**config.mk**
```make
export PLATFORM = sky130hd
export DESIGN_NAME = uart_rx_param_flat
export DESIGN_NICKNAME = d
export VERILOG_FILES = /design/src/rtl/uart_rx_param_if.sv /design/src/rtl/uart_rx_param.sv /design/src/flat_wrapper.sv
export SDC_FILE = /design/constraint.sdc
export NUM_CORES = 1
export LEC_CHECK = 0
export BUFFER_PORTS_ARGS = -buffer_cell sky130_fd_sc_hd__buf_4
export CAP_MARGIN = 20
export CELL_PAD_IN_SITES_DETAIL_PLACEMENT = 2
export CELL_PAD_IN_SITES_GLOBAL_PLACEMENT = 2
export CORE_ASPECT_RATIO = 1.1
export CORE_MARGIN = 2
export CORE_UTILIZATION = 35
export DETAILED_ROUTE_END_ITERATION = 10
export GPL_TIMING_DRIVEN = 0
export HOLD_SLACK_MARGIN = 0.02
export PLACE_DENSITY = 0.87
export SKIP_CTS_REPAIR_TIMING = 1
export SYNTH_ARGS = -nofsm -noshare
export SYNTH_HDL_FRONTEND = slang
export SYNTH_SLANG_ARGS = --single-unit
```
**constraint.sdc**
```tcl
create_clock -name clk -period 2.3 [get_ports clk]
set_clock_uncertainty 0.2 [all_clocks]
set_input_delay 0.115 -clock clk [delete_from_list [all_inputs] [get_ports clk]]
set_output_delay 0.115 -clock clk [all_outputs]
set_load 0.01 [all_outputs]
```
**src/rtl/uart_rx_param_if.sv**
```systemverilog
// Receive-side output bundle of uart_rx_param: registered word, error flags and
// the valid/ready handshake toward the downstream consumer.
interface uart_rx_param_if #(
  parameter int unsigned DATA_BITS = 8
) ();
  logic [DATA_BITS-1:0] rx_data;
  logic                 rx_valid;
  logic                 rx_ready;
  logic                 frame_err;
  logic                 parity_err;
  logic                 overrun;

  modport master (
    output rx_data, rx_valid, frame_err, parity_err, overrun,
    input  rx_ready
  );

  modport slave (
    input  rx_data, rx_valid, frame_err, parity_err, overrun,
    output rx_ready
  );
endinterface

```
**src/rtl/uart_rx_param.sv**
```systemverilog
// Divisor-timed UART receiver with 3-sample majority vote and valid/ready output.
// Define UART_RX_PARITY_EN to compile in the PARITY state and parity checker.
module uart_rx_param #(
  parameter int unsigned BAUD_DIV  = 16,
  parameter int unsigned DATA_BITS = 8,
  parameter int unsigned PARITY    = 0
) (
  input  logic            clk,
  input  logic            rst,
  input  logic            rx_pin_in,
  output logic            rx_busy,
  uart_rx_param_if.master rx_if
);

  localparam int unsigned CNT_W = $clog2(BAUD_DIV);
  localparam int unsigned IDX_W = $clog2(DATA_BITS);

  localparam logic [CNT_W-1:0] C_S0   = CNT_W'(BAUD_DIV / 2 - 1);
  localparam logic [CNT_W-1:0] C_S1   = CNT_W'(BAUD_DIV / 2);
  localparam logic [CNT_W-1:0] C_DEC  = CNT_W'(BAUD_DIV / 2 + 1);
  localparam logic [CNT_W-1:0] C_WRAP = CNT_W'(BAUD_DIV - 1);
  localparam logic [IDX_W-1:0] C_LAST = IDX_W'(DATA_BITS - 1);

  if (BAUD_DIV < 8 || DATA_BITS < 5 || DATA_BITS > 9 || PARITY > 2) begin : g_bad_param
    $error("uart_rx_param: illegal BAUD_DIV/DATA_BITS/PARITY");
  end

  typedef enum logic [2:0] {
    S_IDLE   = 3'd0,
    S_START  = 3'd1,
    S_DATA   = 3'd2,
`ifdef UART_RX_PARITY_EN
    S_PARITY = 3'd3,
`endif
    S_STOP   = 3'd4,
    S_BREAK  = 3'd5
  } state_e;

  state_e               r_state;
  state_e               w_state_nxt;
  logic                 r_sync1, r_sync2, r_prev;
  logic [CNT_W-1:0]     r_cnt;
  logic [IDX_W-1:0]     r_idx;
  logic                 r_s0, r_s1;
  logic [DATA_BITS-1:0] r_shift;
  logic                 r_busy;
  logic [DATA_BITS-1:0] r_data;
  logic                 r_valid, r_frame_err, r_parity_err, r_overrun;

  logic w_fall, w_wrap, w_dec, w_bit;
  logic w_cnt_run, w_shift_en, w_complete;

  assign w_fall = r_prev & ~r_sync2;
  assign w_wrap = (r_cnt == C_WRAP);
  assign w_dec  = (r_cnt == C_DEC);
  // Third vote is the live synchronised line at the decision count
  assign w_bit  = (r_s0 & r_s1) | (r_s0 & r_sync2) | (r_s1 & r_sync2);

  // State register
  always_ff @(posedge clk) begin
    if (rst) r_state <= S_IDLE;
    else     r_state <= w_state_nxt;
  end

  // Next-state logic
  always_comb begin
    w_state_nxt = r_state;
    case (r_state)
      S_IDLE:  if (w_fall) w_state_nxt = S_START;
      S_START: begin
        if (w_dec && w_bit) w_state_nxt = S_IDLE;
        else if (w_wrap)    w_state_nxt = S_DATA;
      end
      S_DATA: begin
        if (w_wrap && (r_idx == C_LAST)) begin
`ifdef UART_RX_PARITY_EN
          w_state_nxt = (PARITY != 0) ? S_PARITY : S_STOP;
`else
          w_state_nxt = S_STOP;
`endif
        end
      end
`ifdef UART_RX_PARITY_EN
      S_PARITY: if (w_wrap) w_state_nxt = S_STOP;
`endif
      // Leave mid-stop so a back-to-back start edge is not missed
      S_STOP:  if (w_dec) w_state_nxt = w_bit ? S_IDLE : S_BREAK;
      S_BREAK: if (r_sync2) w_state_nxt = S_IDLE;
      default: w_state_nxt = S_IDLE;
    endcase
  end

  // Datapath strobes decoded from the current state
  always_comb begin
    w_cnt_run  = 1'b0;
    w_shift_en = 1'b0;
    w_complete = 1'b0;
    case (r_state)
      S_START:  w_cnt_run = 1'b1;
      S_DATA: begin
        w_cnt_run  = 1'b1;
        w_shift_en = w_dec;
      end
`ifdef UART_RX_PARITY_EN
      S_PARITY: w_cnt_run = 1'b1;
`endif
      S_STOP: begin
        w_cnt_run  = 1'b1;
        w_complete = w_dec;
      end
      default: ;
    endcase
  end

  always_ff @(posedge clk) begin
    if (rst) begin
      r_sync1 <= 1'b1;
      r_sync2 <= 1'b1;
      r_prev  <= 1'b1;
      r_cnt   <= '0;
      r_idx   <= '0;
      r_s0    <= 1'b0;
      r_s1    <= 1'b0;
      r_shift <= '0;
      r_busy  <= 1'b0;
    end else begin
      r_sync1 <= rx_pin_in;
      r_sync2 <= r_sync1;
      r_prev  <= r_sync2;
      r_busy  <= (w_state_nxt != S_IDLE);
      if (w_cnt_run) r_cnt <= w_wrap ? '0 : r_cnt + CNT_W'(1);
      else           r_cnt <= '0;
      if (r_state != S_DATA) r_idx <= '0;
      else if (w_wrap)       r_idx <= r_idx + IDX_W'(1);
      if (r_cnt == C_S0) r_s0 <= r_sync2;
      if (r_cnt == C_S1) r_s1 <= r_sync2;
      if (w_shift_en) r_shift <= {w_bit, r_shift[DATA_BITS-1:1]};
    end
  end

`ifdef UART_RX_PARITY_EN
  logic r_par_int;
  logic w_par_exp;

  assign w_par_exp = (PARITY == 1) ? ~(^r_shift) : (^r_shift);

  // Parity verdict for the frame in flight, cleared at each start bit
  always_ff @(posedge clk) begin
    if (rst)                           r_par_int <= 1'b0;
    else if (r_state == S_START)       r_par_int <= 1'b0;
    else if (r_state == S_PARITY && w_dec) r_par_int <= (w_bit != w_par_exp);
  end
`else
  logic r_par_int;
  assign r_par_int = 1'b0;
`endif

  // Output word register and handshake
  always_ff @(posedge clk) begin
    if (rst) begin
      r_data       <= '0;
      r_valid      <= 1'b0;
      r_frame_err  <= 1'b0;
      r_parity_err <= 1'b0;
      r_overrun    <= 1'b0;
    end else begin
      r_overrun <= 1'b0;
      if (w_complete) begin
        if (!r_valid || rx_if.rx_ready) begin
          r_data       <= r_shift;
          r_frame_err  <= ~w_bit;
          r_parity_err <= r_par_int;
          r_valid      <= 1'b1;
        end else begin
          r_overrun <= 1'b1;
        end
      end else if (r_valid && rx_if.rx_ready) begin
        r_valid <= 1'b0;
      end
    end
  end

  assign rx_if.rx_data    = r_data;
  assign rx_if.rx_valid   = r_valid;
  assign rx_if.frame_err  = r_frame_err;
  assign rx_if.parity_err = r_parity_err;
  assign rx_if.overrun    = r_overrun;
  assign rx_busy          = r_busy;

endmodule

```
**src/flat_wrapper.sv**
```systemverilog
// flat-port wrapper written by rule: the top's interface ports become plain ports
module uart_rx_param_flat 
#(
  parameter int unsigned BAUD_DIV  = 16,
  parameter int unsigned DATA_BITS = 8,
  parameter int unsigned PARITY    = 0
)
  (clk, rst, rx_pin_in, rx_busy, rx_if_rx_data, rx_if_rx_valid, rx_if_frame_err, rx_if_parity_err, rx_if_overrun, rx_if_rx_ready);
  uart_rx_param_if #(.DATA_BITS(DATA_BITS)) rx_if_i ();
  input  logic clk;
  input  logic rst;
  input  logic rx_pin_in;
  output logic rx_busy;
  output wire logic [$bits(rx_if_i.rx_data)-1:0] rx_if_rx_data;
  output wire logic [$bits(rx_if_i.rx_valid)-1:0] rx_if_rx_valid;
  output wire logic [$bits(rx_if_i.frame_err)-1:0] rx_if_frame_err;
  output wire logic [$bits(rx_if_i.parity_err)-1:0] rx_if_parity_err;
  output wire logic [$bits(rx_if_i.overrun)-1:0] rx_if_overrun;
  input wire logic [$bits(rx_if_i.rx_ready)-1:0] rx_if_rx_ready;
  assign rx_if_rx_data = rx_if_i.rx_data;
  assign rx_if_rx_valid = rx_if_i.rx_valid;
  assign rx_if_frame_err = rx_if_i.frame_err;
  assign rx_if_parity_err = rx_if_i.parity_err;
  assign rx_if_overrun = rx_if_i.overrun;
  assign rx_if_i.rx_ready = rx_if_rx_ready;
  uart_rx_param #(.BAUD_DIV(BAUD_DIV), .DATA_BITS(DATA_BITS), .PARITY(PARITY)) u_core (.clk(clk), .rst(rst), .rx_pin_in(rx_pin_in), .rx_busy(rx_busy), .rx_if(rx_if_i));
endmodule
```
Yosys cells after proc, flatten, opt, wreduce, memory -nomap -nowiden. Cells that the tools add are included.

Add/sub/neg operators: 2. Eq/ne operators: 11. Muxes and demuxes: 15. Bitwise gates (word level): 10. Reduce and logical (&&, ||, !) cells: 14.

Operators by type and width (number): $mux 3 (7); $pmux 3 s5 (1); $eq 4x4->1 const B (3); $eq 3x3->1 const B (3); $mux 1 (7); $reduce_or 3->1 (2); $add 4x1->4 const B (1); $and 1x1->1 (4); $eq 4x3->1 const B (1); $not 1->1 (4); $reduce_and 2->1 (2); $reduce_or 2->1 (2); $add 3x1->3 const B (1); $eq 3x1->1 const B (1); $eq 3x2->1 const B (1); $logic_and 1x1->1 (3); $logic_not 3->1 (1); $ne 3x2->1 const B (1); $reduce_bool 3->1 (1); $ne 2x2->1 const B (1); $or 1x1->1 (2); $reduce_bool 2->1 (1); $logic_not 1->1 (1); $logic_or 1x1->1 (1).

Flip-flop bits (word level): 35. Input port bits: 4. Output and inout bits: 13. Logic and storage cells: 66.

Logic depth before layout (Yosys ltp). Gate-level depths: netlist (run 1).

Depth in word-level cells: 7. Depth in mapped cells: 8. Gate-level depth less buffers: 6.

Worst setup path before layout (run 1). OpenSTA, ideal clock, no wires.

Path kind: reg2reg. From: reg u_core.r_cnt[1]. To: reg u_core.r_data[2], in the netlist u_core.rx_if.rx_data[2]. Setup time: 128 ps. Arrival: 1321 ps. Required time: 1972 ps. Path slack: 651 ps. Cell stages (with the launch flop): 9. Buffers on the path: 2. Period minus slack after synthesis: 1649 ps. Cells stage by stage: dfxtp_1 inv_1 ha_1 and3b_1 clkbuf_1 nand3_1 buf_4 mux2i_1 nor2_1.

Cells in the longest elaborated chain, start to end: 3.

Ends and longest elaborated chain: start: declaration (RTL line uart_rx_param.sv:42) `logic [CNT_W-1:0] r_cnt;`; start signal: assignment (RTL line uart_rx_param.sv:131) `if (w_cnt_run) r_cnt <= w_wrap ? '0 : r_cnt + CNT_W'(1);`; $eq 4x4->1 (RTL line uart_rx_param.sv:55) `assign w_dec = (r_cnt == C_DEC);`; $mux 1 (RTL line uart_rx_param.sv:98) `case (r_state)`; $reduce_and 2->1 (no source line); end signal: assignment (RTL line uart_rx_param.sv:170) `r_data <= r_shift;`; end: declaration (RTL line uart_rx_param.sv:47) `logic [DATA_BITS-1:0] r_data;`.

No other way between the ends. A chain may end at the register's enable or synchronous reset.

Final worst setup path (run 1).
From: reg u_core.r_cnt[0]. To: reg u_core.r_shift[6].

Cells in the longest elaborated chain, start to end: 2.

Ends and longest elaborated chain: $eq 4x4->1 (RTL line uart_rx_param.sv:55); $mux 1 (RTL line uart_rx_param.sv:98); end signal: assignment (RTL line uart_rx_param.sv:137) `if (w_shift_en) r_shift <= {w_bit, r_shift[DATA_BITS-1:1]};`; end: declaration (RTL line uart_rx_param.sv:45) `logic [DATA_BITS-1:0] r_shift;`.

No other way between the ends.

==> key figures, run 1 <==
STA
  • Hold Vio Cnt, Final: 0
  • Total Negative Setup Slacks: 0 ns
  • Transition time of the tightest slew-check pin: a little over 0.5 ns
  • Setup slack after layout: approximately 0.32 ns
  • Final-report max-slew violation count: 0
  • Fin crit share: 0.862
  • Clock period minus worst slack: 1.98 ns
  • Worst slew margin relative to its limit: 0.655
  • Setup repair after global routing missed its margin: no
  • Fmax: 504 MHz
  • Setup Viol. Count Final: 0

Die
  • Core box area: 0.00393 mm²
  • Placement Rows: 24
  • Effective utilization at floorplan: 0.360
  • Die Span Y: 70.7 µm
  • Floorplan die area: 0.00457 mm²
  • Die width: 64.7 µm
  • I/O pin cnt: 17

Place
  • Number of port buffers: 14
  • Half-perimeter wire length after detailed placement: 2440 µm
  • Routability Congestion: 0.829
  • Worst slack at placement: 0.313 ns

Detailed routing
  • Via Count: about 1100
  • Metal2 WL: 1880 µm
  • Highest layer used for signal routing: met4
  • Routed wire length: 3530 µm
  • DRC violation total after the first TritonRoute iteration: 20
  • ANT nets after route: 0
  • Met3 WL: roughly 97 µm
  • Residual DRC: 0
  • Post-route met1 wirelength: ~1500 µm
  • Average detailed-routed wire length per instance: 16.0 µm
  • Vias per cell: ~4.9
  • First-pass iteration count of the detailed router: 4

Cells and area
  • Area growth from synthesis to layout: 21.7%
  • Share of final-layout standard cells stronger than drive strength 1: 0.196
  • Final #Nets: 176
  • Antenna diode count: 0
  • Final-layout fill cell count: around 430
  • Area used by sequential logic in the layout: 701 µm²
  • Footprint of the multi-input gates: 661 µm²

Power and ir drop
  • Cell leakage power: 0.000801 µW
  • Power Density: 708 mW/mm²
  • Peak ir drop on the vdd network: 0.000410 V

CTS
  • Clk pin slew, worst setup/hold paths: 0.07 ns
  • Count of H-tree levels built during CTS: 2
  • Number of buffers added by the clock tree synthesis step: 5
  • Clock tree from TritonCTS: yes
  • Maximum count of clock buffers along a single path: 2
  • Clock sinks: 35
  • Source-to-sink clock delay at the later pin of the worst-skew pair: 0.29 ns
  • Clk root buf: clkbuf_8

Hold path
  • Worst min path class: input pin to flip-flop
  • Startpoint of the most critical hold path: rst
  • Endpoint with the worst hold slack: u_core.rx_if.overrun
  • Number of cells traversed by the worst hold path: 2

Setup path
  • Required time at the endpoint of the critical path: 2.27 ns
  • CP max stage cell: dfxtp_1
  • Ordered list of cells on the worst path: ha_1, and3b_1, clkbuf_1, nand3_2, mux2i_1, nor2_1
  • Crit path DAT: 1.95 ns
  • Worst flop-to-flop path endpoint: u_core.r_shift[6]
  • Delay of the slowest cell on the worst path: just over 0.4 ns
  • Worst R2R Start: u_core.r_cnt[0]
  • Number of buffers and inverters on the critical path: 1
  • Critical path startpoint category: flip-flop
  • Crit Path Max Fanout: 8
  • Capturing element type of the critical path: flip-flop
  • Family with the most delay on the worst path: simple AND/OR/NAND/NOR gates
  • Internal reg-to-reg setup slack: 0.32 ns
  • Type of the worst setup path: flip-flop to flip-flop
  • Number of cells on the worst reg-to-reg path: 6

GRT
  • Wire length of the first global-routing pass: 6200 µm
  • Initial antenna violation count: 0
  • Maximum number of pins on one net before global-route repair: 12
  • GR Overflow Total: 0
  • Aggregate global-route resource usage: 0.180
  • Number of global-route vias before repair: 1248

Logic synthesis
  • Total standard cell area after synthesis: 0.00142 mm²
  • Seq/Total Area, Yosys: 0.495
  • Count of cell types in the netlist: 33
  • Synthesized Nets: 153
  • Synthesized flop and latch total: 35
  • Warnings, synthesis: 0
  • Syn avg cell area: about 10 µm²
  • Gate count after technology mapping: 144

Run
  • Max Cap Viol: 0

Run status
  • Status: completed
-- kinds of logic after synthesis --
| logic type | count (synthesis) | synth area share |
|---|---|---|
| AOI/OAI and AO/OA | 10 | 0.0504 |
| xor gates and xnor gates | 3 | 0.0186 |
| adders and majority gates | 6 | 0.0512 |
| buffers and inverters | 12 | 0.0389 |
| DFF | 35 | 0.495 |
| muxes | 21 | 0.148 |
| other | 1 | 0.00265 |
| and+or+nand+nor | 56 | 0.195 |
-- Yosys cell counts (all sizes together) --
cell type   n  area (µm²)
a2bb2oi     1        8.76
nor3        2        10.0
nand2       5        18.8
mux2i      21         210
and3b       1        8.76
a21boi      1        7.51
nand2b      2        12.5
o32a        1        10.0
or3         1        11.3
clkbuf      4        15.0
ha          5        62.6
a21oi       3        15.0
xor2        1        8.76
conb        1        3.75
nor2       30         115
nand3b      3        22.5
xnor2       2        17.5
nand3       4        25.0
inv         4        15.0
a21o        1        8.76
buf         4        25.0
nor3b       2        15.0
a31oi       1        6.26
and3        1        6.26
maj3        1        10.0
or2         4        25.0
dfxtp      35         701
a22oi       2        15.0
and2        1        6.26
-- placed cells by master (no fill, tap or decap), types with 2 or more instances in the layout --
cell / synthesis / final
inv_1: 4 / 4
clkbuf_8: 0 / 6
nand3_1: 3 / 3
buf_4: 2 / 16
clkbuf_1: 4 / 4
xnor2_1: 2 / 2
dlygate4sd3_1: 0 / 2
a21oi_1: 3 / 3
dfxtp_1: 35 / 35
nand2b_1: 2 / 2
nand2_1: 5 / 5
a22oi_1: 2 / 2
nor3b_1: 2 / 2
mux2i_1: 21 / 21
buf_2: 2 / 2
or2_2: 3 / 3
nand3b_1: 3 / 3
nor3_1: 2 / 2
ha_1: 5 / 5
nor2_1: 29 / 29
-- flip-flops by register name, indices dropped and copies added (netlist names), 3 cells and up --
register              cells
u_core.r_shift            8
u_core.r_state            3
u_core.r_cnt              4
u_core.r_idx              3
u_core.rx_if.rx_data      8
-- metal layers --
metal	up-vias	GRT usage
li1	523	-
met1	529	0.191
met2	17	0.324
met3	6	0.0541
met4	0	0.0851
met5	-	0
-- metrics by stage --
step | power [µW] | std cells | cell area, µm² | utilization | hold slack, ns
2_1_floorplan | 649 | 144 | 1420 | - | 0.0188
3_3_place_gp | 658 | 210 | 1590 | 0.403 | 0.100
3_5_place_dp | 661 | 210 | 1590 | 0.403 | 0.115
4_1_cts | 1240 | 218 | 1700 | 0.433 | -0.187
5_1_grt | 1270 | 220 | 1720 | 0.438 | 0.0650
6_report | 1220 | 220 | 1720 | 0.438 | 0.0453
-- worst max-delay path by stage --
| stage | from | endpoint | slack (ns) | cells past startpoint |
|---|---|---|---|---|
| floorplan | u_core.r_cnt[1] | u_core.rx_if.rx_data[2] | 0.65 | 8 |
| global placement | u_core.r_cnt[0] | u_core.r_shift[3] | 0.47 | 6 |
| detailed placement | u_core.r_cnt[0] | u_core.r_shift[7] | 0.31 | 6 |
| CTS | u_core.r_cnt[0] | u_core.r_shift[6] | 0.30 | 6 |
| global route | u_core.r_cnt[1] | u_core.r_shift[0] | 0.15 | 7 |
| finish | u_core.r_cnt[0] | u_core.r_shift[6] | 0.32 | 6 |
-- report_power, final --
part	internal, µW	switching (µW)	leakage [µW]	total (µW)
Sequential	610	4.40	0.000283	615
Clock	350	220	0.0000612	570
Combinational	15.9	19.5	0.000457	35.5
-- layout make-up --
type                       count  share of cell area
clock buffer                   6              0.0479
multi-input combinational     97               0.383
buffer                         8              0.0232
sequential                    35               0.406
timing repair buffer          16              0.0726
clock inverter                 2              0.0203
tap                           52              0.0377
inverter                       4             0.00871
Power figures use the tool's default switching activity.
==> run 2: changes to the inputs <==
--- a/config.mk
+++ b/config.mk
@@ -5,17 +5,17 @@
 export SDC_FILE = /design/constraint.sdc
 export NUM_CORES = 1
 export LEC_CHECK = 0
+export ABC_AREA = 1
 export BUFFER_PORTS_ARGS = -buffer_cell sky130_fd_sc_hd__buf_4
 export CAP_MARGIN = 20
 export CELL_PAD_IN_SITES_DETAIL_PLACEMENT = 2
 export CELL_PAD_IN_SITES_GLOBAL_PLACEMENT = 2
 export CORE_ASPECT_RATIO = 1.1
-export CORE_MARGIN = 2
-export CORE_UTILIZATION = 35
+export CORE_UTILIZATION = 33
 export DETAILED_ROUTE_END_ITERATION = 10
 export GPL_TIMING_DRIVEN = 0
 export HOLD_SLACK_MARGIN = 0.02
-export PLACE_DENSITY = 0.87
+export PLACE_DENSITY = 0.88
 export SKIP_CTS_REPAIR_TIMING = 1
 export SYNTH_ARGS = -nofsm -noshare
 export SYNTH_HDL_FRONTEND = slang
==> key figures, run 2 <==
Run status
  • Status: completed

Cells and area
  • Core utilization of the finished layout: 0.418
  • Area used by sequential logic in the layout: 701 µm²
  • Commonest cells after routing, fill and taps aside: dfxtp_1 (35), nand2_1 (34), nor2_1 (27)
  • Area growth from synthesis to layout: 21.7%
  • Antenna diode count: 0
  • Post-layout instance count excluding filler cells: 267
  • Final-layout fill cell count: ~480
  • Final instance area: 0.00179 mm²
  • Share of final-layout standard cells stronger than drive strength 1: 0.160
  • Commonest non-fill, non-tap cell in the layout: dfxtp_1
  • Footprint of the multi-input gates: approximately 650 µm²
  • Final #Nets: 221

Logic synthesis
  • Syn avg cell area: roughly 7.7 µm²
  • Share of flip-flops with an asynchronous set or reset: 0
  • Total standard cell area after synthesis: 0.00147 mm²
  • Gate count after technology mapping: 190
  • Most common cell in the netlist: dfxtp_1
  • Fraction of post-synthesis cell area in the top cell type by area: 0.477
  • Warnings, synthesis: 0
  • Post-synthesis cell type with the largest combined area: dfxtp_1
  • Main area contributors after synthesis: dfxtp_1 (48%), nand2_1 (8.7%), nor2_1 (6.9%)
  • Count of cell types in the netlist: 25
  • Number of flops mapped to enable cells by yosys: 0
  • Seq/Total Area, Yosys: 0.477
  • Ranking of synthesized cells by instance count: dfxtp_1 (35), nand2_1 (34), nor2_1 (27)
  • Synth Flop Type: dfxtp_1
  • Synthesized flop and latch total: 35
  • Synthesized Nets: just under 200

Hold path
  • Number of cells traversed by the worst hold path: 2
  • Endpoint with the worst hold slack: u_core.rx_if.rx_data[3]
  • Startpoint of the most critical hold path: rst
  • Worst min path class: input pin to flip-flop

STA
  • Clock period minus worst slack: 1.71 ns
  • Worst slew margin relative to its limit: 0.663
  • Transition time of the tightest slew-check pin: 0.506 ns
  • Setup Viol. Count Final: 0
  • Final-report max-slew violation count: 0
  • Total Negative Setup Slacks: 0 ns
  • Fin crit share: 0.744
  • Worst slack on hold paths: 0.00738 ns
  • Hold Vio Cnt, Final: 0
  • Fmax: 585 MHz
  • Setup repair after global routing missed its margin: no

Detailed routing
  • DRC violation total after the first TritonRoute iteration: 39
  • Via Count: ~1300
  • Vias per cell: 4.82
  • Average detailed-routed wire length per instance: about 16 µm
  • Routed wire length: 4210 µm
  • Residual DRC: 0
  • First-pass iteration count of the detailed router: 4
  • ANT nets after route: 0

Setup path
  • Required time at the endpoint of the critical path: 2.29 ns
  • Internal reg-to-reg setup slack: 0.59 ns
  • Critical path startpoint category: flip-flop
  • Capturing element type of the critical path: flip-flop
  • Worst flop-to-flop path endpoint: u_core.r_shift[0]
  • Crit Path Max Fanout: 10
  • Type of the worst setup path: flip-flop to flip-flop
  • Number of cells on the worst reg-to-reg path: 6
  • Worst R2R Start: u_core.r_cnt[0]
  • Crit path DAT: 1.70 ns

CTS
  • Clock sinks: 35
  • Clk root buf: clkbuf_8
  • Source-to-sink clock delay at the later pin of the worst-skew pair: between 0.2 and 0.3 ns
  • Clock tree from TritonCTS: yes
  • Clk pin slew, worst setup/hold paths: 0.08 ns
  • Number of buffers added by the clock tree synthesis step: 5
  • Maximum count of clock buffers along a single path: 2
  • Count of H-tree levels built during CTS: 2

Power and ir drop
  • Switching part of the total power: 0.199
  • Cell leakage power: 0.000755 µW
  • Clock network fraction of design power: 0.509
  • Power Density: 736 mW/mm²
  • Sw power: 262 µW
  • Peak ir drop on the vdd network: 0.000342 V
  • Int Power: 1060 µW
  • Fraction of power consumed by combinational cells: 0.025
  • Part of the power in registers: 0.466

GRT
  • GR Overflow Total: 0
  • Initial antenna violation count: 0
  • Number of global-route vias before repair: around 1400
  • Wire length of the first global-routing pass: roughly 6900 µm
  • Aggregate global-route resource usage: 0.195
  • Maximum number of pins on one net before global-route repair: 13

Die
  • Die width: 65.6 µm
  • I/O pin cnt: 17
  • Placement Rows: 25
  • Core box area: about 0.0043 mm²
  • Effective utilization at floorplan: 0.343
  • Die Span Y: 72.0 µm
  • Floorplan die area: ~0.0047 mm²

Place
  • Total placed instance area: between 0.0015 and 0.002 mm²
  • Routability Congestion: about 0.7
  • Number of port buffers: 14
  • Half-perimeter wire length after detailed placement: 2720 µm
  • Placed instance count: 258

Run
  • Max Cap Viol: 0
run 2: changes by cell type in the layout (fill, tap and decap cells not counted), moves of 3 or more:
| cell | previous run | this run |
|---|---|---|
| inv_1 | 4 | 21 |
| nand3_1 | 3 | 18 |
| mux2i_1 | 21 | 0 |
| o21ai_0 | 0 | 10 |
| nand2_1 | 5 | 34 |
| nor2_4 | 0 | 3 |
| a21oi_1 | 3 | 16 |
| nand4_1 | 0 | 3 |
| nand3b_1 | 3 | 0 |
run 2: through the flow:
step                      setup WS [ns]  total power (µW)
after floorplan                   0.866               648
after detailed placement          0.610               660
after CTS                         0.558              1330
final                             0.589              1320
after global placement            0.674               658
after global routing              0.452              1350
run 2: area by class of cell:
class                      count  share of cell area
buffer                         6              0.0210
clock buffer                   5              0.0385
clock inverter                 3              0.0378
inverter                      22              0.0462
multi-input combinational    127               0.363
sequential                    35               0.392
tap                           54              0.0378
timing repair buffer          15              0.0643
run 2: logic make-up after synthesis:
family	Yosys count	synth area share
flip-flops	35	0.477
AO/OA/AOI/OAI	27	0.0936
adder cells (fa/ha/maj)	5	0.0426
buffers and inverters	28	0.0817
XOR/XNOR	1	0.00596
AND/OR/NAND/NOR	93	0.297
other	1	0.00255
run 2: how the worst max path moves through the flow:
stage                                       to  slack (ns)            start  cells after the start
final                        u_core.r_shift[0]        0.59  u_core.r_cnt[0]                      6
after floorplan              u_core.r_shift[0]        0.87  u_core.r_cnt[0]                      6
after detailed placement  u_core.rx_if.overrun        0.61  u_core.r_cnt[0]                      6
after global placement         u_core.r_idx[0]        0.67  u_core.r_cnt[0]                      6
after global routing           u_core.r_idx[0]        0.45  u_core.r_cnt[0]                      6
after CTS                    u_core.r_shift[0]        0.56  u_core.r_cnt[0]                      6
run 2: worst max-delay path, stage by stage, from the launching register on:
cell and delay, ns:
dfxtp_1 0.42, ha_1 0.23, nand3_4 0.13, nor2_4 0.24, inv_1 0.18, nor2_1 0.15
nor2_1 0.07
run 2: power groups by stage:
| stage | Combinational [µW] | Sequential (µW) | Clock (µW) |
|---|---|---|---|
| finish | 33.5 | 614 | 670 |
| global route | 37.3 | 614 | 703 |
| CTS | 32.4 | 614 | 680 |
| detailed placement | 31.8 | 628 | 0 |
| global placement | 30.5 | 628 | 0 |
| floorplan | 20.2 | 627 | 0 |
run 2: layer usage:
layer | global-route usage | vias to the layer above | share of wire
met5 | 0 | - | 0
met4 | 0.0580 | 0 | 0.010
met3 | 0.0377 | 5 | 0.019
met2 | 0.357 | 16 | 0.52
met1 | 0.226 | 620 | 0.45
li1 | - | 646 | -
